==> config.mk <==
export PLATFORM = sky130hd
export DESIGN_NAME = turbo_encoder_core
export DESIGN_NICKNAME = d
export VERILOG_FILES = /design/src/rtl/turbo_encoder_core.sv
export SDC_FILE = /design/constraint.sdc
export NUM_CORES = 1
export LEC_CHECK = 0
export ABC_AREA = 1
export BUFFER_PORTS_ARGS = -buffer_cell sky130_fd_sc_hd__buf_2
export CORE_MARGIN = 1
export CORE_UTILIZATION = 64
export CTS_CLUSTER_DIAMETER = 50
export DETAILED_ROUTE_END_ITERATION = 8
export PLACE_DENSITY = 0.85
export SYNTH_ARGS = -nofsm -noshare
export SYNTH_HDL_FRONTEND = slang
export SYNTH_SLANG_ARGS = --single-unit
==> constraint.sdc <==
create_clock -name clk -period 3.63 [get_ports clk]
set_input_delay 0.1815 -clock clk [delete_from_list [all_inputs] [get_ports clk]]
set_output_delay 0.1815 -clock clk [all_outputs]
set_load 0.02 [all_outputs]
==> src/rtl/turbo_encoder_core.sv <==
// turbo_encoder_core: two 8-state RSC constituent encoders (g0=1+D^2+D^3,
// g1=1+D+D^3), one on natural-order bits and one on interleaved bits, with a
// programmable block length, valid/ready input and two 3-cycle tail phases.
// Optional build macro: TRELLIS_DBG_EN adds the dbg_state observation port.
module turbo_encoder_core #(
  parameter int KMAX = 6144,
  parameter int KMIN = 40,
  parameter int KW   = $clog2(KMAX+1)
) (
  input  logic          clk,
  input  logic          aclr,
  input  logic          start,
  input  logic [KW-1:0] k_len,
  input  logic          in_valid,
  output logic          in_ready,
  input  logic          ck,
  input  logic          ck_int,
  output logic          out_valid,
  output logic          xk,
  output logic          zk,
  output logic          zk_int,
  output logic          tailbits,
  output logic          busy,
  output logic          done,
  output logic          err
`ifdef TRELLIS_DBG_EN
  ,
  output logic [5:0]    dbg_state
`endif
);

  typedef enum logic [1:0] {IDLE, DATA, TAIL1, TAIL2} state_t;

  state_t        state, state_nxt;
  logic [KW-1:0] k_q, cnt;
  logic [1:0]    tcnt;
  // Encoder state vectors are {s2,s1,s0}, s0 newest.
  logic [2:0]    e1, e2;

  logic k_ok, start_ok, acc, last_bit, last_tail;
  logic fb1, fb2, nw1, nw2, pz1, pz2, tz1, tz2;

  assign k_ok      = (k_len >= KW'(KMIN)) && (k_len <= KW'(KMAX));
  assign start_ok  = start && (state == IDLE) && k_ok;
  assign in_ready  = (state == DATA);
  assign acc       = in_ready && in_valid;
  assign last_bit  = acc && (cnt == k_q - KW'(1));
  assign last_tail = (tcnt == 2'd2);

  // Trellis step: data parity uses the new bit; tail parity forces s=0.
  assign fb1 = e1[1] ^ e1[2];
  assign fb2 = e2[1] ^ e2[2];
  assign nw1 = fb1 ^ ck;
  assign nw2 = fb2 ^ ck_int;
  assign pz1 = nw1 ^ e1[0] ^ e1[2];
  assign pz2 = nw2 ^ e2[0] ^ e2[2];
  assign tz1 = e1[0] ^ e1[2];
  assign tz2 = e2[0] ^ e2[2];

`ifdef TRELLIS_DBG_EN
  assign dbg_state = {e2, e1};
`endif

  // FSM state register.
  always_ff @(posedge clk or posedge aclr) begin
    if (aclr) state <= IDLE;
    else      state <= state_nxt;
  end

  // FSM next-state: block sequencing IDLE->DATA->TAIL1->TAIL2->IDLE.
  always_comb begin
    state_nxt = state;
    case (state)
      IDLE:    if (start_ok)  state_nxt = DATA;
      DATA:    if (last_bit)  state_nxt = TAIL1;
      TAIL1:   if (last_tail) state_nxt = TAIL2;
      TAIL2:   if (last_tail) state_nxt = IDLE;
      default:                state_nxt = IDLE;
    endcase
  end

  // Encoder states, bit counter, tail step counter and latched block length.
  always_ff @(posedge clk or posedge aclr) begin
    if (aclr) begin
      k_q  <= '0;
      cnt  <= '0;
      tcnt <= '0;
      e1   <= '0;
      e2   <= '0;
    end else if (start_ok) begin
      k_q  <= k_len;
      cnt  <= '0;
      tcnt <= '0;
      e1   <= '0;
      e2   <= '0;
    end else begin
      case (state)
        DATA: if (acc) begin
          e1  <= {e1[1:0], nw1};
          e2  <= {e2[1:0], nw2};
          cnt <= cnt + KW'(1);
        end
        TAIL1: begin
          e1   <= {e1[1:0], 1'b0};
          tcnt <= last_tail ? 2'd0 : tcnt + 2'd1;
        end
        TAIL2: begin
          e2   <= {e2[1:0], 1'b0};
          tcnt <= last_tail ? 2'd0 : tcnt + 2'd1;
        end
        default: ;
      endcase
    end
  end

  // Registered outputs, one cycle after each accepted bit or tail step.
  always_ff @(posedge clk or posedge aclr) begin
    if (aclr) begin
      out_valid <= 1'b0;
      xk        <= 1'b0;
      zk        <= 1'b0;
      zk_int    <= 1'b0;
      tailbits  <= 1'b0;
      busy      <= 1'b0;
      done      <= 1'b0;
      err       <= 1'b0;
    end else begin
      out_valid <= 1'b0;
      xk        <= 1'b0;
      zk        <= 1'b0;
      zk_int    <= 1'b0;
      tailbits  <= 1'b0;
      done      <= 1'b0;
      err       <= start && ((state != IDLE) || !k_ok);
      busy      <= (busy && !done) || start_ok;
      case (state)
        DATA: if (acc) begin
          out_valid <= 1'b1;
          xk        <= ck;
          zk        <= pz1;
          zk_int    <= pz2;
        end
        TAIL1: begin
          out_valid <= 1'b1;
          tailbits  <= 1'b1;
          xk        <= fb1;
          zk        <= tz1;
        end
        TAIL2: begin
          out_valid <= 1'b1;
          tailbits  <= 1'b1;
          xk        <= fb2;
          zk_int    <= tz2;
          done      <= last_tail;
        end
        default: ;
      endcase
    end
  end

endmodule
==> qor.csv <==
stage,metric,value,unit
critical_path,timing endpoint of the critical path,cnt[11],
die,full die area,4600,um^2
critical_path,critical-path maximum fanout,12,
critical_path,Worst setup startpoint,state[1],
placement,Placed Cells,450,
timing,clk_skew,0.007482,ns
critical_path,R2R Setup Slk,1.29,ns
timing,fin crit period,2.336,ns
cts,CTS HTree Levels,2,
route,Initial DRC Count,131,
timing,setup ws final,1.294,ns
yosys,Synth async-reset ratio,100.0,%
yosys,count of flip-flops with a built-in enable after synthesis,0,
yosys,Synth top cells by count,"113 x nand2_1, 58 x inv_1, 44 x dfrtp_1, 32 x nor2_1, 31 x nand3_1",
timing,f_max,428.1,MHz
critical_path,Reg-to-Reg Start,state[1],
timing,period utilization,64.35,%
yosys,synth unique cells,35,
cts,hold_buf cts,0,
critical_path,crit-path cells,inv_1 > ha_1 > nand2_4 > nor2_4 > nand3_1 > nor2_1 > nand2_1 > nor2_2 > nand2_1 > nor3_1 > nor3_1,
pwr,VDD IR max,0.0004862,V
route,Vias,2446,
timing,worst hold slack,-0.004920,ns
cts,clk slew on worst S/H paths,0.08,ns
placement,placer congestion estimate,0.8984,
layout,non-filler cells in the finished layout,457,
die,I/O pins,28,
cts,Clock Sinks,44,
layout,layout cells sized above 1,14.25,%
yosys,most area-hungry cell type in the Yosys netlist,dfrtp_1,
critical_path,critical path arrival,2.50,ns
cts,Clock Path Buffers,2,
yosys,Synth Area per Inst,7.335,um^2
global_route,vias in the first global route,2349,
global_route,initial antenna violation count,0,
critical_path,slowest CP cell,ha_1,
layout,# diodes,0,
pwr,Leakage,1.637,nW
timing,RSZ-0062 raised after global routing,no,
layout,Post-Route Utilization,73.42,%
global_route,total track usage,29.42,%
yosys,mapped cell area,2773,um^2
critical_path,crit path launch type,flop,
global_route,largest net degree at the start of global routing,45,
cts,latest clock arrival within the worst-skew pair,0.30,ns
yosys,Synth area leaders,"dfrtp_1 40%, nand2_1 15%, inv_1 7.9%, nand3_1 5.6%, nor2_1 4.3%",
placement,count of input and output buffers,27,
pwr,Pwr Density,750.5,nW/um^2
die,core outline area,4086,um^2
yosys,Gate Count Post-Synth,378,
pwr,Final Power,2.252,mW
cts,CTS-repair resized insts,0,
die,Die Wd,67.82,um
route,DR DRC count,0,
cts,number of buffers added for setup after CTS,0,
yosys,top-count cell post-synth,nand2_1,
route,Via density,5.352,
die,initial core utilization,67.85,%
route,antenna-violating nets left,0,
placement,Area after DPL,2923,um^2
worst_hold_path,Hold Crit Class,in2async,
yosys,top cell type's share of synthesized area,39.71,%
critical_path,CP Capture Type,flop,
yosys,Seq cells post-synth,44,
outcome,failing checks,hold timing,
layout,Synth-to-Final Area Change,8.213,%
route,Total Wirelength,6.012,mm
timing,final hold viol count,4,
placement,Placement Setup Slack,1.345,ns
global_route,GRT overflow,0,
layout,fin nets,433,
die,# rows,23,
cts,CTS tree,done,
critical_path,Bufs and invs on worst path,1,
critical_path,CP peak stage delay,0.48,ns
timing,Final setup viols,0,
timing,Worst-Margin Slew,0.6520,ns
timing,Slew Limit Headroom,56.48,%
yosys,Post-Syn Nets,404,
placement,post-detail-place hpwl,4.465,mm
critical_path,CP required,3.79,ns
critical_path,Crit Path Category,reg2reg,
route,Detailed Routing Iterations Pass 1,5,
timing,Slew Limit Fails,0,
timing,setup tns final,0,ns
critical_path,"CP delay by family, top",simple AND/OR/NAND/NOR gates,
cts,clock root cell,clkbuf_8,
yosys,post-synthesis sequential area ratio,39.71,%
route,Avg WL per Cell,13.16,um
critical_path,Worst Reg-to-Reg Cells,11,
cts,CTS Buf Count,5,
layout,"Design Area, Final",3000,um^2
global_route,first-pass GRT wire length,9.846,mm
critical_path,RR Endpoint,cnt[11],
critical_path,Critical Path Stages,11,
yosys,YS warnings,0,
yosys,dominant synthesized flop cell,dfrtp_1,
outcome,status,"finished, violations left",
flow_run,max-cap violations,0,
die,Vert. Die Dim,67.82,um
worst register-to-register path, cell delays in order (launching register included):
cell	delay, ns
dfrtp_1	0.42
inv_1	0.12
ha_1	0.48
nand2_4	0.21
nor2_4	0.19
nand3_1	0.13
nor2_1	0.12
nand2_1	0.08
nor2_2	0.14
nand2_1	0.09
nor3_1	0.14
nor3_1	0.07
state kept, by name, summed over array words and instances, names as in the netlist:
register and flops:
state 2, e2 3, e1 3, busy 1, out_valid 1, tailbits 1, zk 1, xk 1
tcnt 2, cnt 13, err 1, zk_int 1, k_q 13, done 1
worst min path at each step:
stage,from,to,slack (ns),cells past startpoint
final,aclr,tcnt[0],-0.005,3
after global routing,aclr,k_q[0],0.06,3
after CTS,aclr,k_q[0],0.02,3
after detailed placement,aclr,tcnt[0],0.34,3
after global placement,aclr,tcnt[0],0.34,3
after floorplan,start,err,0.28,2
layout by cell type (no fill, tap or decap), types with 6 or more instances in the layout:
master     netlist  routed
nand2_1        113     113
inv_1           58      57
dfrtp_1         44      44
nor2_1          32      32
nand3_1         31      31
buf_2            2      27
o21ai_0         18      18
xnor2_1          9       9
ha_1             7       7
o2111ai_1        6       6
nor2_2           6       6
power by group:
part           internal, mW  total (mW)  switching [mW]
Clock                 0.131       0.290           0.159
Sequential            0.652       0.802           0.151
Combinational         0.411        1.16           0.749
Total                  1.19        2.25            1.06
routing by layer:
metal  track usage (%)  vias to the layer above  share of wire [%]
li1                  -                     1247                  -
met1             31.31                     1124                 40
met2             54.70                       57                 53
met3             6.333                       18                4.5
met4             13.80                        0                2.5
met5                 0                        -                  0
kinds of logic (layout without fill, tap and decap cells):
family,after synthesis,count (layout),share of synthesized area [%]
buf+inv,65,94,10.11
fa+ha+maj,7,7,3.159
flops,44,44,39.71
compound gates,40,40,9.296
xor+xnor,13,13,4.107
simple gates,209,209,33.62
final cells by class:
| type | instances | area, um^2 |
|---|---|---|
| Multi-Input combinational cell | 269 | 1391 |
| Sequential cell | 44 | 1101 |
| Fill cell | 332 | 1086 |
| Inverter | 58 | 217.7 |
| Timing Repair Buffer | 29 | 150.1 |
| Clock buffer | 6 | 72.57 |
| Tap cell | 50 | 62.56 |
| Clock inverter | 1 | 5.005 |
No activity file was read; power rests on OpenSTA's default activity.
